### src/rtl/pwm_reg_pkg.sv
// Shared types and constants for the PWM register-file access path.
package pwm_reg_pkg;

    localparam int ADDR_W = 6;
    localparam int DATA_W = 8;

    // Register address map of the PWM register file.
    localparam logic [ADDR_W-1:0] REG_CTRL      = 6'h00;
    localparam logic [ADDR_W-1:0] REG_STATUS    = 6'h01;
    localparam logic [ADDR_W-1:0] REG_PERIOD_LO = 6'h02;
    localparam logic [ADDR_W-1:0] REG_PERIOD_HI = 6'h03;
    localparam logic [ADDR_W-1:0] REG_DUTY_LO   = 6'h04;
    localparam logic [ADDR_W-1:0] REG_DUTY_HI   = 6'h05;

    // One register access: write when we = 1, read otherwise.
    typedef struct packed {
        logic              we;
        logic [ADDR_W-1:0] addr;
        logic [DATA_W-1:0] wdata;
    } reg_req_t;

    // Which requester the access currently on the bus belongs to.
    typedef enum logic {
        OWNER_A = 1'b0,
        OWNER_B = 1'b1
    } owner_e;

endpackage

### src/rtl/reg_arb_skid.sv
// One-entry pending slot for the non-stallable A requester.
// A push while the slot is full and not popping on the same edge is lost
// and sets the sticky overflow flag.
module reg_arb_skid
    import pwm_reg_pkg::*;
(
    input  logic     clk,
    input  logic     rst,
    input  logic     push,
    input  reg_req_t push_req,
    input  logic     pop,
    output logic     valid,
    output reg_req_t entry,
    output logic     ovf
);

    // Slot occupancy, stored entry and sticky overflow.
    always_ff @(posedge clk) begin
        if (rst) begin
            valid <= 1'b0;
            entry <= '0;
            ovf   <= 1'b0;
        end else begin
            if (push && (!valid || pop)) begin
                valid <= 1'b1;
                entry <= push_req;
            end else if (pop) begin
                valid <= 1'b0;
            end
            if (push && valid && !pop) begin
                ovf <= 1'b1;
            end
        end
    end

endmodule

### src/rtl/reg_bus_arb.sv
// Register-bus arbiter between the SPI decoder (A, pulses, cannot stall)
// and the update sequencer (B, req/gnt). One access per cycle, registered
// bus outputs, read data routed back to the port that issued the read.
module reg_bus_arb
    import pwm_reg_pkg::*;
#(
    parameter int MAX_A_BURST = 4
) (
    input  logic              clk,
    input  logic              rst,
    input  logic              a_read,
    input  logic              a_write,
    input  logic [ADDR_W-1:0] a_addr,
    input  logic [DATA_W-1:0] a_wdata,
    output logic [DATA_W-1:0] a_rdata,
    output logic              a_rvalid,
    output logic              a_ovf,
    input  logic              b_req,
    input  logic              b_we,
    input  logic [ADDR_W-1:0] b_addr,
    input  logic [DATA_W-1:0] b_wdata,
    output logic              b_gnt,
    output logic [DATA_W-1:0] b_rdata,
    output logic              b_rvalid,
    output logic              reg_read,
    output logic              reg_write,
    output logic [ADDR_W-1:0] reg_addr,
    output logic [DATA_W-1:0] reg_wdata,
    input  logic [DATA_W-1:0] reg_rdata
);

    localparam int                CNT_W   = $clog2(MAX_A_BURST + 1);
    localparam logic [CNT_W-1:0]  CNT_MAX = CNT_W'(MAX_A_BURST);

    reg_req_t         a_cap;
    reg_req_t         slot_req;
    reg_req_t         win_req;
    logic             slot_valid;
    logic             b_pend;
    logic             a_win;
    logic             b_win;
    logic [CNT_W-1:0] starve_cnt;
    logic [CNT_W-1:0] starve_nxt;
    owner_e           owner;

    // Capture of an A pulse; a coinciding read and write is taken as a write.
    always_comb begin
        a_cap.we    = a_write;
        a_cap.addr  = a_addr;
        a_cap.wdata = a_wdata;
    end

    reg_arb_skid u_skid (
        .clk      (clk),
        .rst      (rst),
        .push     (a_read | a_write),
        .push_req (a_cap),
        .pop      (a_win),
        .valid    (slot_valid),
        .entry    (slot_req),
        .ovf      (a_ovf)
    );

    // Handshake on B: b_req is held with stable fields until b_gnt; the
    // access is transferred on the edge that raises b_gnt, so during the
    // b_gnt cycle b_req still shows the served request and is masked.
    // Dropping b_req before b_gnt withdraws the request.
    // Arbitration: A wins ties unless B has waited MAX_A_BURST A grants.
    always_comb begin
        b_pend     = b_req && !b_gnt;
        a_win      = slot_valid && !(b_pend && (starve_cnt == CNT_MAX));
        b_win      = b_pend && !a_win;
        starve_nxt = starve_cnt;
        if (b_win || !b_pend) begin
            starve_nxt = '0;
        end else if (a_win && (starve_cnt != CNT_MAX)) begin
            starve_nxt = starve_cnt + 1'b1;
        end
        win_req = slot_req;
        if (!a_win) begin
            win_req.we    = b_we;
            win_req.addr  = b_addr;
            win_req.wdata = b_wdata;
        end
    end

    // Issue registers: the winner of cycle M drives the bus during M+1.
    always_ff @(posedge clk) begin
        if (rst) begin
            reg_read   <= 1'b0;
            reg_write  <= 1'b0;
            reg_addr   <= '0;
            reg_wdata  <= '0;
            b_gnt      <= 1'b0;
            owner      <= OWNER_A;
            starve_cnt <= '0;
        end else begin
            reg_read   <= (a_win || b_win) && !win_req.we;
            reg_write  <= (a_win || b_win) && win_req.we;
            reg_addr   <= (a_win || b_win) ? win_req.addr : '0;
            reg_wdata  <= (a_win || b_win) ? win_req.wdata : '0;
            b_gnt      <= b_win;
            starve_cnt <= starve_nxt;
            if (a_win) begin
                owner <= OWNER_A;
            end else if (b_win) begin
                owner <= OWNER_B;
            end
        end
    end

    // Read return: sample reg_rdata at the end of the issue cycle for the owner.
    always_ff @(posedge clk) begin
        if (rst) begin
            a_rvalid <= 1'b0;
            a_rdata  <= '0;
            b_rvalid <= 1'b0;
            b_rdata  <= '0;
        end else begin
            a_rvalid <= reg_read && (owner == OWNER_A);
            b_rvalid <= reg_read && (owner == OWNER_B);
            if (reg_read && (owner == OWNER_A)) begin
                a_rdata <= reg_rdata;
            end
            if (reg_read && (owner == OWNER_B)) begin
                b_rdata <= reg_rdata;
            end
        end
    end

endmodule

### config.mk
export PLATFORM = sky130hd
export DESIGN_NAME = reg_bus_arb
export DESIGN_NICKNAME = d
export VERILOG_FILES = /design/src/rtl/pwm_reg_pkg.sv /design/src/rtl/reg_arb_skid.sv /design/src/rtl/reg_bus_arb.sv
export SDC_FILE = /design/constraint.sdc
export NUM_CORES = 1
export LEC_CHECK = 0
export ABC_AREA = 1
export CAP_MARGIN = 10
export CORE_ASPECT_RATIO = 2
export CORE_MARGIN = 1.5
export CORE_UTILIZATION = 44
export DETAILED_ROUTE_END_ITERATION = 12
export PLACE_DENSITY = 0.79
export SKIP_LAST_GASP = 1
export SYNTH_ARGS = -nofsm -noshare
export SYNTH_HDL_FRONTEND = slang
export SYNTH_SLANG_ARGS = --single-unit
export TNS_END_PERCENT = 100
### constraint.sdc
create_clock -name clk -period 2.1 [get_ports clk]
set_clock_uncertainty 0.2 [all_clocks]
set_input_delay 0.63 -clock clk [delete_from_list [all_inputs] [get_ports clk]]
set_output_delay 0.63 -clock clk [all_outputs]
set_load 0.01 [all_outputs]
==> results.sh <==
export IMPL_outcome="finished, final reports clean"
export IMPL_post_cts_buffers=0
export IMPL_clock_fmax_mhz=493
export IMPL_synth_area_per_cell_um2=8.14
export IMPL_critPathMaxStageDelay_ns=0.54
export IMPL_clockRootBuffer="clkbuf_8"
export IMPL_fin_cells=405
export IMPL_drc_errors=0
export IMPL_ant_nets=0
export IMPL_area_growth_pct=46.5
export IMPL_syn_inst=263
export IMPL_final_nets=393
export IMPL_crit_path_top_delay_cell="clkdlybuf4s50_1"
export IMPL_initial_core_util_pct=46.1
export IMPL_die_h_um=102
export IMPL_routed_wl_mm=4.99
export IMPL_arrival_ns=1.20
export IMPL_io_buffer_count=77
export IMPL_power_total_mw=2.10
export IMPL_wl_per_cell_um=12.3
export IMPL_grt_max_degree=21
export IMPL_fin_setup_tns_ns=0
export IMPL_grt_use_total_pct=20.5
export IMPL_synth_top_family_by_area="simple AND/OR/NAND/NOR gates"
export IMPL_rsz0062_at_grt="false"
export IMPL_crit_buf_inv=1
export IMPL_htreeDepth=2
export IMPL_first_pass_iters=4
export IMPL_grt_pass1_vias=1855
export IMPL_synth_xor_area_share_pct=0.409
export IMPL_dp_cells=397
export IMPL_vias_per_cell=4.69
export IMPL_yosysSeqAreaShare_pct=52.4
export IMPL_hold_path_class="reg -> reg"
export IMPL_clk_latency_ns=0.31
export IMPL_insertedDiodeCount=0
export IMPL_coreArea_um2=4640
export IMPL_cpLargestDelayFamily="buffers and inverters"
export IMPL_yosysWarnings=0
export IMPL_synth_ff_type="dfxtp_1"
export IMPL_cts_tree="yes"
export IMPL_finalWorstSetupSlack_ns=0.0704
export IMPL_final_cell_mix="88 x nor2_1, 75 x clkdlybuf4s50_1, 55 x dfxtp_1"
export IMPL_cts_buffers=5
export IMPL_drv_cap=0
export IMPL_finalCriticalPeriod_ns=2.03
export IMPL_powerDensity_nw_per_um2=671
export IMPL_via_count=1901
export IMPL_final_common_cell="nor2_1"
export IMPL_drv_slew=0
export IMPL_grt_ovfl_total=0
export IMPL_maxSlewHeadroom_pct=62.3
export IMPL_tightest_slew_ns=0.566
export IMPL_synth_edf_count=0
export IMPL_path_clk_slew_ns=0.09
export IMPL_rows=35
export IMPL_place_ws_ns=-0.112
export IMPL_p_leak_nw=1.33
export IMPL_drt_iter0_markers=31
export IMPL_die_area_um2=5320
export IMPL_clkSinkCount=56
export IMPL_finalCritPeriodShare_pct=96.6
export IMPL_ys_async_sr_fraction_pct=0
export IMPL_antenna_found_initial=0
export IMPL_finalSetupViolCount=0
export IMPL_synth_simple_area_share_pct=30.3
export IMPL_hold_viol=0
export IMPL_grt_pass1_wl_mm=8.04
export IMPL_critical_path_class="reg -> out"
export IMPL_dp_hpwl_mm=3.99
export IMPL_die_w_um=52.3
export IMPL_layout_drive_gt1_share_pct=12.0
export IMPL_yosys_area_share_adder_pct=1.17
export IMPL_ys_ff_latch=56
export IMPL_synth_cell_types=26
export IMPL_muxShareOfSynthArea_pct=0
export IMPL_worstSetupEndpointType="output pin"
export IMPL_ios=78
export IMPL_clk_path_buf_depth=2
export IMPL_startpoint_type="flip-flop"
export IMPL_syn_nets=307
export IMPL_path_max_fanout=2
export IMPL_vdd_ir_drop_max_uv=478
export IMPL_synth_compound_area_share_pct=9.47
export IMPL_crit_chain="clkdlybuf4s50_1"
export IMPL_place_congestion=0.852
export IMPL_cp_required_ns=1.27
export IMPL_syn_area_um2=2140
export IMPL_holdWs_ns=0.259
## path summary, 6_finish.rpt
kind,from,to,slack (ns),depth (start not counted)
worst max-delay path,b_rdata[2],b_rdata[2],0.07,1
worst min-delay path,u_skid.ovf,u_skid.ovf,0.26,2
worst max register to register,starve_cnt[0],u_skid.entry[4],0.47,9
worst min register to register,u_skid.ovf,u_skid.ovf,0.26,2
## power by group
part	switching, mW	leakage, nW	internal (mW)	total [mW]
Sequential	0.0312	0.461	1.13	1.16
Combinational	0.160	0.820	0.208	0.368
Clock	0.346	0.0479	0.233	0.580
Total	0.537	1.33	1.57	2.10
## per-stage QoR
| step | instance area [µm²] | util [%] |
|---|---|---|
| final | 3130 | 67.5 |
| after detailed placement | 3040 | 65.5 |
| after CTS | 3130 | 67.4 |
| after floorplan | 2140 | - |
| after global routing | 3130 | 67.5 |
| after global placement | 3040 | 65.5 |
## layer usage
layer,part of all wire (%),vias up,track usage (%)
li1,-,997,-
met1,34,833,18.4
met2,58,61,41.0
met3,4.3,10,3.83
met4,3.2,0,9.07
met5,0,-,0
## timing repair
item,in CTS,in global routing
gates resized for setup,1,2
setup endpoints to repair,1,2
hold buffers,0,0
## flip-flops by register name, summed over array words and instances, names as in the netlist
signal / flops
u_skid.entry: 15
a_rdata: 8
b_rdata: 8
reg_wdata: 8
reg_addr: 6
starve_cnt: 3
a_rvalid: 1
b_gnt: 1
b_rvalid: 1
owner: 1
reg_read: 1
reg_write: 1
u_skid.ovf: 1
u_skid.valid: 1
## logic make-up (layout without fill, tap and decap cells)
logic type	after synthesis	after routing
adders and majority gates	2	2
DFF	56	56
and+or+nand+nor	140	140
buffers and inverters	27	114
xor gates and xnor gates	1	1
AOI/OAI and AO/OA	37	37
## cell usage after synthesis, types with 2 or more instances
library cell  instances  area share, %
clkbuf_1              2           0.35
nand2_1              21            3.7
o21ai_1              10            2.3
ha_1                  2            1.2
nand2_4               2            1.1
o21ai_0              20            4.7
a21oi_1               4           0.94
inv_1                11            1.9
buf_6                 3            1.6
nor2_2                7            2.0
nand3b_1             14            4.9
nor2_4                2            1.1
buf_2                 5            1.2
nor2_1               88             15
nand3_1               2           0.47
dfxtp_1              56             52
inv_2                 5           0.88
## layout make-up
type	instances	area (µm²)
flip-flops and latches	56	1120
clock inverters	3	18.8
inverters	16	60.1
clock buffers	5	68.8
fillers	403	1510
well taps	55	68.8
multi-input cells	180	885
repair buffers	90	911
Power figures use the tool's default switching activity.
